--- src/rtl/mem_core_nic_pkg.sv ---
// Shared types for the core-side memory NIC: flit layout, FSM states and the
// per-flit field builder used by the transmit serializer.
package mem_core_nic_pkg;

  localparam int unsigned AddrW          = 32;
  localparam int unsigned FlitW          = 64;
  localparam int unsigned WideW          = 256;
  localparam int unsigned CoreIdW        = 4;
  localparam int unsigned FLITS_PER_WIDE = WideW / FlitW;
  localparam int unsigned FlitBytes      = FlitW / 8;
  localparam int unsigned BeatW          = $clog2(FLITS_PER_WIDE);

  localparam logic [7:0] PayloadNarrow = 8'd8;
  localparam logic [7:0] PayloadWide   = 8'd32;

  typedef struct packed {
    logic [CoreIdW-1:0] src_core;
    logic               ipriority;
    logic               last_flit;
    logic [7:0]         payload_size;
    logic               transfer_type;
    logic               is_wide;
    logic               is_read;
    logic [AddrW-1:0]   addr;
    logic [FlitW-1:0]   data;
  } generic_flit_t;

  typedef enum logic [0:0] {TxIdle, TxSend} tx_state_t;
  typedef enum logic [0:0] {RxCollect, RxHold} rx_state_t;

  // Flit k of a packet; the address add wraps at AddrW bits.
  function automatic generic_flit_t build_flit(input logic [AddrW-1:0]   base,
                                               input logic [WideW-1:0]   wdata,
                                               input logic               is_read,
                                               input logic               wide,
                                               input logic               srf,
                                               input logic [BeatW-1:0]   k,
                                               input logic [BeatW-1:0]   last_k,
                                               input logic [CoreIdW-1:0] core);
    generic_flit_t f;
    f.addr          = base + AddrW'(k) * AddrW'(FlitBytes);
    f.data          = is_read ? '0 : wdata[k*FlitW +: FlitW];
    f.is_read       = is_read;
    f.is_wide       = wide;
    f.transfer_type = srf;
    f.payload_size  = wide ? PayloadWide : PayloadNarrow;
    f.last_flit     = (k == last_k);
    f.ipriority     = wide;
    f.src_core      = core;
    return f;
  endfunction

endpackage

--- src/rtl/mem_core_nic_reassembler.sv ---
// Receive side: collects matching response flits into one wide beat and holds
// it until the core takes it. Foreign or overrunning flits pulse route_err.
module mem_flit_reassembler
  import mem_core_nic_pkg::*;
#(
  parameter int unsigned CORE_ID = 0
) (
  input  logic             clk_i,
  input  logic             rst_ni,
  input  generic_flit_t    flit_i,
  input  logic             flit_req_i,
  output logic             flit_ack_o,
  output logic             resp_valid_o,
  input  logic             resp_ready_i,
  output logic [WideW-1:0] resp_data_o,
  output logic             resp_wide_o,
  output logic             route_err_o
);

  rx_state_t        state_q;
  logic [BeatW-1:0] beat_q;
  logic [WideW-1:0] data_q;
  logic             wide_q;
  logic             err_q;
  logic             final_beat;

  // The last slot closes the packet even without last_flit set.
  assign final_beat = flit_i.last_flit || (beat_q == BeatW'(FLITS_PER_WIDE - 1));

  always_ff @(posedge clk_i) begin
    if (!rst_ni) begin
      state_q <= RxCollect;
      beat_q  <= '0;
      data_q  <= '0;
      wide_q  <= 1'b0;
      err_q   <= 1'b0;
    end else begin
      err_q <= 1'b0;
      unique case (state_q)
        RxCollect: begin
          if (flit_req_i) begin
            if (flit_i.src_core != CoreIdW'(CORE_ID)) begin
              err_q <= 1'b1;
            end else begin
              beat_q <= beat_q + BeatW'(1);
              if (final_beat) begin
                wide_q  <= flit_i.is_wide;
                state_q <= RxHold;
                err_q   <= !flit_i.last_flit;
                if (flit_i.is_wide) data_q[beat_q*FlitW +: FlitW] <= flit_i.data;
                else                data_q <= WideW'(flit_i.data);
              end else begin
                data_q[beat_q*FlitW +: FlitW] <= flit_i.data;
              end
            end
          end
        end
        RxHold: begin
          if (resp_ready_i) begin
            beat_q  <= '0;
            data_q  <= '0;
            wide_q  <= 1'b0;
            state_q <= RxCollect;
          end
        end
        default: state_q <= RxCollect;
      endcase
    end
  end

  assign flit_ack_o   = (state_q == RxCollect);
  assign resp_valid_o = (state_q == RxHold);
  assign resp_data_o  = data_q;
  assign resp_wide_o  = wide_q;
  assign route_err_o  = err_q;

endmodule

--- src/rtl/mem_core_nic.sv ---
// Core-side memory NIC: serializes core requests into 64-bit wormhole flits and
// hands response flits to the reassembler.
module mem_core_nic
  import mem_core_nic_pkg::*;
#(
  parameter int unsigned CORE_ID    = 0,
  parameter int unsigned ADDR_WIDTH = AddrW,
  parameter int unsigned WIDE_WIDTH = WideW,
  parameter int unsigned FLIT_SIZE  = FlitW
) (
  input  logic                  clk,
  input  logic                  rst_n,
  input  logic                  srf_mode,
  input  logic                  req_valid,
  output logic                  req_ready,
  input  logic [ADDR_WIDTH-1:0] req_addr,
  input  logic                  req_is_read,
  input  logic                  req_is_wide,
  input  logic [WIDE_WIDTH-1:0] req_wdata,
  output generic_flit_t         flit_out,
  output logic                  flit_out_req,
  input  logic                  flit_out_ack,
  input  generic_flit_t         flit_in,
  input  logic                  flit_in_req,
  output logic                  flit_in_ack,
  output logic                  resp_valid,
  input  logic                  resp_ready,
  output logic [WIDE_WIDTH-1:0] resp_data,
  output logic                  resp_wide,
  output logic                  route_err
);

  localparam logic [CoreIdW-1:0] CoreIdBits = CoreIdW'(CORE_ID);

  tx_state_t             state_q;
  generic_flit_t         flit_q;
  logic [ADDR_WIDTH-1:0] base_q;
  logic [WIDE_WIDTH-1:0] wdata_q;
  logic                  is_read_q;
  logic                  wide_q;
  logic                  srf_q;
  logic [BeatW-1:0]      k_q;
  logic [BeatW-1:0]      last_k_q;

  logic                  eff_wide;
  logic [BeatW-1:0]      last_k_new;

  assign eff_wide   = req_is_wide && srf_mode;
  // Only wide writes carry data beyond one flit; wide reads are address-only.
  assign last_k_new = (eff_wide && !req_is_read) ? BeatW'(FLITS_PER_WIDE - 1) : '0;

  always_ff @(posedge clk) begin
    if (!rst_n) begin
      state_q   <= TxIdle;
      flit_q    <= '0;
      base_q    <= '0;
      wdata_q   <= '0;
      is_read_q <= 1'b0;
      wide_q    <= 1'b0;
      srf_q     <= 1'b0;
      k_q       <= '0;
      last_k_q  <= '0;
    end else begin
      unique case (state_q)
        TxIdle: begin
          if (req_valid) begin
            base_q    <= req_addr;
            wdata_q   <= req_wdata;
            is_read_q <= req_is_read;
            wide_q    <= eff_wide;
            srf_q     <= srf_mode;
            k_q       <= '0;
            last_k_q  <= last_k_new;
            flit_q    <= build_flit(req_addr, req_wdata, req_is_read, eff_wide, srf_mode,
                                    '0, last_k_new, CoreIdBits);
            state_q   <= TxSend;
          end
        end
        TxSend: begin
          if (flit_out_ack) begin
            if (flit_q.last_flit) begin
              flit_q  <= '0;
              state_q <= TxIdle;
            end else begin
              k_q    <= k_q + BeatW'(1);
              flit_q <= build_flit(base_q, wdata_q, is_read_q, wide_q, srf_q,
                                   k_q + BeatW'(1), last_k_q, CoreIdBits);
            end
          end
        end
        default: state_q <= TxIdle;
      endcase
    end
  end

  assign req_ready    = (state_q == TxIdle);
  assign flit_out_req = (state_q == TxSend);
  assign flit_out     = flit_q;

  mem_flit_reassembler #(
    .CORE_ID (CORE_ID)
  ) u_reassembler (
    .clk_i        (clk),
    .rst_ni       (rst_n),
    .flit_i       (flit_in),
    .flit_req_i   (flit_in_req),
    .flit_ack_o   (flit_in_ack),
    .resp_valid_o (resp_valid),
    .resp_ready_i (resp_ready),
    .resp_data_o  (resp_data),
    .resp_wide_o  (resp_wide),
    .route_err_o  (route_err)
  );

endmodule
--- config.mk ---
export PLATFORM = sky130hd
export DESIGN_NAME = mem_core_nic
export DESIGN_NICKNAME = d
export VERILOG_FILES = /design/src/rtl/mem_core_nic_pkg.sv /design/src/rtl/mem_core_nic_reassembler.sv /design/src/rtl/mem_core_nic.sv
export SDC_FILE = /design/constraint.sdc
export NUM_CORES = 1
export LEC_CHECK = 0
export ABC_AREA = 1
export CORE_AREA = 2 2 304 306
export CTS_CLUSTER_DIAMETER = 40
export DETAILED_ROUTE_END_ITERATION = 8
export DIE_AREA = 0 0 306 308
export PLACE_DENSITY_LB_ADDON = 0.12
export SYNTH_ARGS = -nofsm -noshare
export SYNTH_HDL_FRONTEND = slang
export SYNTH_SLANG_ARGS = --single-unit
export TNS_END_PERCENT = 1
--- constraint.sdc ---
create_clock -name clk -period 3.8 [get_ports clk]
set_input_delay 0.76 -clock clk [delete_from_list [all_inputs] [get_ports clk]]
set_output_delay 0.76 -clock clk [all_outputs]
set_load 0.02 [all_outputs]
# After elaboration in Yosys (flattened, before gate mapping)
# Cells that the tools add are included.
# word_totals
ff_bits	670
in_bits	410
out_inout_bits	375
wordCells	95
# op_classes
addsub	4
eq_ne	9
shift	3
mux	40
n_bitwise	4
n_reduce_logical	13
# op_table
op	n
$mux 256	5
$pmux 256 s2	1
$bwmux 256	1
$shift 64x34->256 const A	1
$shiftx 256x9->64	1
$shiftx 64x34->256	1
$mux 113	2
$pmux 113 s2	1
$mux 64	2
$mux 109	1
$neg 8->34	1
$add 32x5->32	1
$mux 2	7
$mux 1	13
$mux 6	2
$ne 2x2->1 const B	6
$pmux 2 s2	2
$pmux 1 s2	3
$reduce_and 3->1	2
$add 2x1->2 const B	2
$not 1->1	4
$reduce_and 2->1	2
$reduce_and 4->1	1
$reduce_bool 4->1	1
8 further kinds	10

# Depth between registers and ports, before layout
# logic_depth
ltp_word	8
depth_mapped	14
depth_no_buf	12

# Hierarchy
# Synthesis repeated with hierarchy kept, for this count alone.
# unflattened
hier_cells	4482
area_unflattened_um2	29844.9
# modules_own_cells
mod	n_inst	cells_per_inst	area_each_um2	seq_area_each_um2
mem_core_nic	1	2462	17279.1	7927.6
mem_flit_reassembler	1	2020	12565.8	5225.0

# Worst setup path after synthesis
# OpenSTA, ideal clock, no wires.
# synth_path
kind	reg-to-reg
startpoint	register k_q[0]
endpoint	register flit_q (netlist bit flit_out[87])
setup_time_ns	0.070
arrival_time_ns	2.329
required_ns	3.730
setup_slack_ns	1.402
stages_incl_launch_ff	15
n_path_buf	2
period_less_slack_ns	2.398
cell_sequence	dfxtp_1 -> buf_2 -> inv_1 -> nand2_1 -> and2_1 -> buf_4 -> inv_1 -> fa_1 -> nor2_1 -> nand2_1 -> nor2_1 -> nand2_1 -> nand2_1 -> nand3_1 -> a21oi_1
# synth_between
elab_chain_cells	5
# synth_lines
item	line	text
from (decl)	mem_core_nic.sv:42	logic [BeatW-1:0] k_q;
from (signal assigned)	mem_core_nic.sv:85	k_q <= k_q + BeatW'(1);
$add 2x1->2	mem_core_nic.sv:87	k_q + BeatW'(1), last_k_q, CoreIdBits);
$add 32x5->32	mem_core_nic_pkg.sv:41	f.addr = base + AddrW'(k) * AddrW'(FlitBytes);
$mux 109	mem_core_nic.sv:81	if (flit_q.last_flit) begin
$mux 113	mem_core_nic.sv:80	if (flit_out_ack) begin
$pmux 113 s2	mem_core_nic.sv:64	unique case (state_q)
to (signal assigned)	mem_core_nic.sv:74	flit_q <= build_flit(req_addr, req_wdata, req_is_read, eff_wide, srf_mode,
to (signal assigned)	mem_core_nic.sv:86	flit_q <= build_flit(base_q, wdata_q, is_read_q, wide_q, srf_q,
to (decl)	mem_core_nic.sv:36	generic_flit_t flit_q;
# Every way passes these cells. The select of a mux whose other input is x is not followed.
# A chain may end at the register's enable or synchronous reset.

# Worst setup path in the final report
# layout_path
startpoint	register k_q[0]
endpoint	register flit_q (netlist bit flit_out[91])
# The elaborated chain is that of the path after synthesis.

==> results.json <==
{
  "r2r_start": "k_q[0]",
  "rrSetupSlack_ps": 740,
  "io_buffers": 731,
  "clock.fmax_mhz": 326,
  "hold_end": "wdata_q[197]",
  "final-instance-count-excl-fill": 5927,
  "met3_length_um": 9150,
  "synth-seq-cells": 657,
  "report.final.hold_viol_count": 0,
  "min_path_type": "register to register",
  "first_pass_iters": 6,
  "design_area_mm2": 0.0412,
  "finalClockSkew_ps": 24.2,
  "critPathMaxStageDelay_ps": 650,
  "crit_path_end_kind": "register",
  "numCtsBuffers": 130,
  "finalWorstSetupSlack_ps": 735,
  "core_mm2": 0.0910,
  "arrival_ps": 3660,
  "start_util_pct": 31.3,
  "finish.utilization_pct": 45.2,
  "drive_above_1_share_pct": 6.52,
  "cts_buffer_depth": 3,
  "yosys.area.top_type": "dfxtp_1",
  "p_int_mw": 16.3,
  "p_leak_nw": 15.3,
  "setup_viol": 0,
  "routedWlPerCell_um": 19.5,
  "path_class": "register to register",
  "die_x_um": 306,
  "antenna_found_initial": 37,
  "post_cts_resized": 0,
  "cts.clk_slew.worst_paths_ps": 50,
  "die_height_um": 308,
  "synth_top_area_share_pct": 46.1,
  "dr_wl_met2_um": 54300,
  "combinationalPowerShare_pct": 10.9,
  "dp_slack_ps": 734,
  "pwr-share-seq_pct": 34.4,
  "nNetsFinal": 5048,
  "yosysUniqueCellTypes": 36,
  "placementRows": 111,
  "place_inst": 5683,
  "drc": 0,
  "setup_tns_ps": 0,
  "met1_length_um": 48100,
  "drt_iter0_markers": 1797,
  "place_congestion": 0.868,
  "htree_levels": 4,
  "syn_area_mm2": 0.0285,
  "grt-ovfl-total": 0,
  "finalCritPeriodShare_pct": 80.6,
  "p_sw_mw": 5.48,
  "reg2reg_to": "flit_out[91]",
  "rsz0062_at_grt": "false",
  "postRouteAntennaNets": 0,
  "postCtsHoldBufs": 0,
  "cts_root_buf": "clkbuf_16",
  "min_from": "wdata_q[197]",
  "post_cts_buffers": 0,
  "yosys_warnings": 0,
  "drv_slew": 0,
  "grtUsageTotal_pct": 23.6,
  "period_needed_ps": 3060,
  "worst_slew_margin_rel_pct": 34.2,
  "area_delta_synth_final_pct": 44.4,
  "vdd_drop_max_v": 0.000388,
  "top_layer_used": "met5",
  "power.total_mw": 21.7,
  "sw_frac_of_total_pct": 25.2,
  "path_max_fanout": 41,
  "worstPathCellList": "inv_1, nand2_2, and2_2, inv_1, fa_1, nor2_1, nand2_1, nor2_1, nand4_1, nand3_1, a21oi_1",
  "p_per_area_mw_per_mm2": 528,
  "required_ps": 4400,
  "syn_inst": 4039,
  "vias_per_cell": 4.89,
  "hold-worst-slack_ps": 442,
  "cp-start-kind": "register",
  "boundaryPins": 785,
  "reg2reg_depth": 11,
  "clock-sinks": 657,
  "outcome": "finished clean",
  "synth_seq_area_share_pct": 46.1,
  "insertion_delay_ps": 720,
  "drv_cap": 0,
  "syn_area_per_cell_um2": 7.06,
  "hold-path-cell-count": 2,
  "grt_max_degree": 154,
  "clkPwrFrac_pct": 54.6,
  "detail_route.wirelength_um": 116000,
  "ys_top_cells_by_area": "dfxtp_1, o21ai_0, nand2_1",
  "grt_pass1_vias": 26752,
  "cts_tree": "done",
  "place_area_mm2": 0.0366,
  "die_area_mm2": 0.0942,
  "worst_pin_slew_ps": 986,
  "grt_pass1_wl_um": 171000,
  "slowest_stage": "dfxtp_4",
  "place_hpwl_um": 77300,
  "via_count": 29001
}
## cells in the mapped netlist
library cell and number:
a32oi_1 1, nand2_2 1, o21ai_0 504, buf_2 57, clkbuf_1 224, dfxtp_1 657, and2_1 1, ha_1 8
conb_1 1, nor2_2 2, nand2_4 2, o22ai_1 1, o21ai_1 1, o21ai_4 1, buf_1 26, o31ai_1 64
buf_4 29, nand4_1 7, or2_2 2, inv_1 316, inv_2 9, o211ai_1 1, a22oi_1 1, nor3_2 10
nor2_1 641, nand2_1 648, xor2_1 1, nand3_1 177, nand3b_1 2, clkinv_1 2, a211oi_1 1, nor3b_1 46
fa_1 1, nor3_1 98, a21oi_1 433, o221ai_1 63
## critical path, delay by kind of cell, from the launching register on
family,cells,cell delay (ps)
AO/OA/AOI/OAI,1,80
adder cells (fa/ha/maj),1,420
buffers and inverters,2,270
flip-flops,1,650
AND/OR/NAND/NOR,7,1550
## cells in the final DEF (no fill, tap or decap), types with 3 or more instances in the layout
cell type	Yosys	routed
clkinvlp_4	0	6
inv_1	316	314
nand2_4	2	5
bufinv_16	0	16
nand2_1	648	642
nor3_1	98	98
clkbuf_8	0	21
nand2_2	1	4
clkbuf_16	0	136
nand3_1	177	177
dfxtp_1	657	655
nor3_2	10	10
conb_1	1	10
ha_1	8	7
nand4_1	7	7
clkdlybuf4s50_1	0	730
clkbuf_1	224	22
nor3b_1	46	46
buf_12	0	16
o31ai_1	64	64
nor2_1	641	636
nor2_4	0	4
nor2_2	2	3
o221ai_1	63	63
inv_2	9	12
clkinv_8	0	3
clkinv_4	0	3
buf_4	29	38
inv_6	0	4
clkinv_2	0	17
o21ai_0	504	504
a21oi_1	433	433
diode_2	0	14
## registers in the layout, summed over array words and instances, names as in the netlist
signal and count:
flit_out_req 1, flit_out 101, u_reassembler.resp_valid_o 1, wide_q 1
is_read_q 1, u_reassembler.resp_data_o 256, u_reassembler.beat_q 2, last_k_q 1
wdata_q 256, u_reassembler.route_err_o 1, base_q 32, srf_q 1
u_reassembler.resp_wide_o 1, k_q 2
## cell families after synthesis
| logic type | after synthesis | synth area share (%) |
|---|---|---|
| other cells | 1 | 0.0132 |
| xor+xnor | 1 | 0.0307 |
| simple gates | 1637 | 23.8 |
| fa+ha+maj | 9 | 0.421 |
| compound gates | 1071 | 20.3 |
| flops | 657 | 46.1 |
| buf+inv | 663 | 9.36 |
## cell type report
class,count,area [um2]
fill,9216,49800
sequential,657,13200
multi-input combinational,2728,12800
timing repair buffer,785,7930
clock buffer,179,3770
tap,1186,1480
inverter,327,1230
clock inverter,51,761
antenna,14,35.0
## per-layer routing
layer  GRT usage (%)  vias to the layer above
met5               0                        -
met4            9.77                       46
met3            7.76                      246
met2            38.9                      881
met1            28.3                    13368
li1                -                    14460
## how the worst max path moves through the flow
stage                 from      endpoint  cells past startpoint
floorplan           k_q[0]  flit_out[87]                     14
global placement    k_q[0]  flit_out[91]                     11
detailed placement  k_q[0]  flit_out[91]                     11
CTS                 k_q[0]  flit_out[91]                     11
global route        k_q[0]  flit_out[87]                     12
finish              k_q[0]  flit_out[91]                     11
## power groups by stage
stage	logic [mW]	registers, mW	clock network [mW]
global route	2.61	7.52	12.5
global placement	2.38	7.61	0
detailed placement	2.39	7.61	0
CTS	2.40	7.49	12.1
floorplan	1.12	7.70	0
finish	2.38	7.49	11.9
No activity file was read; power rests on OpenSTA's default activity.
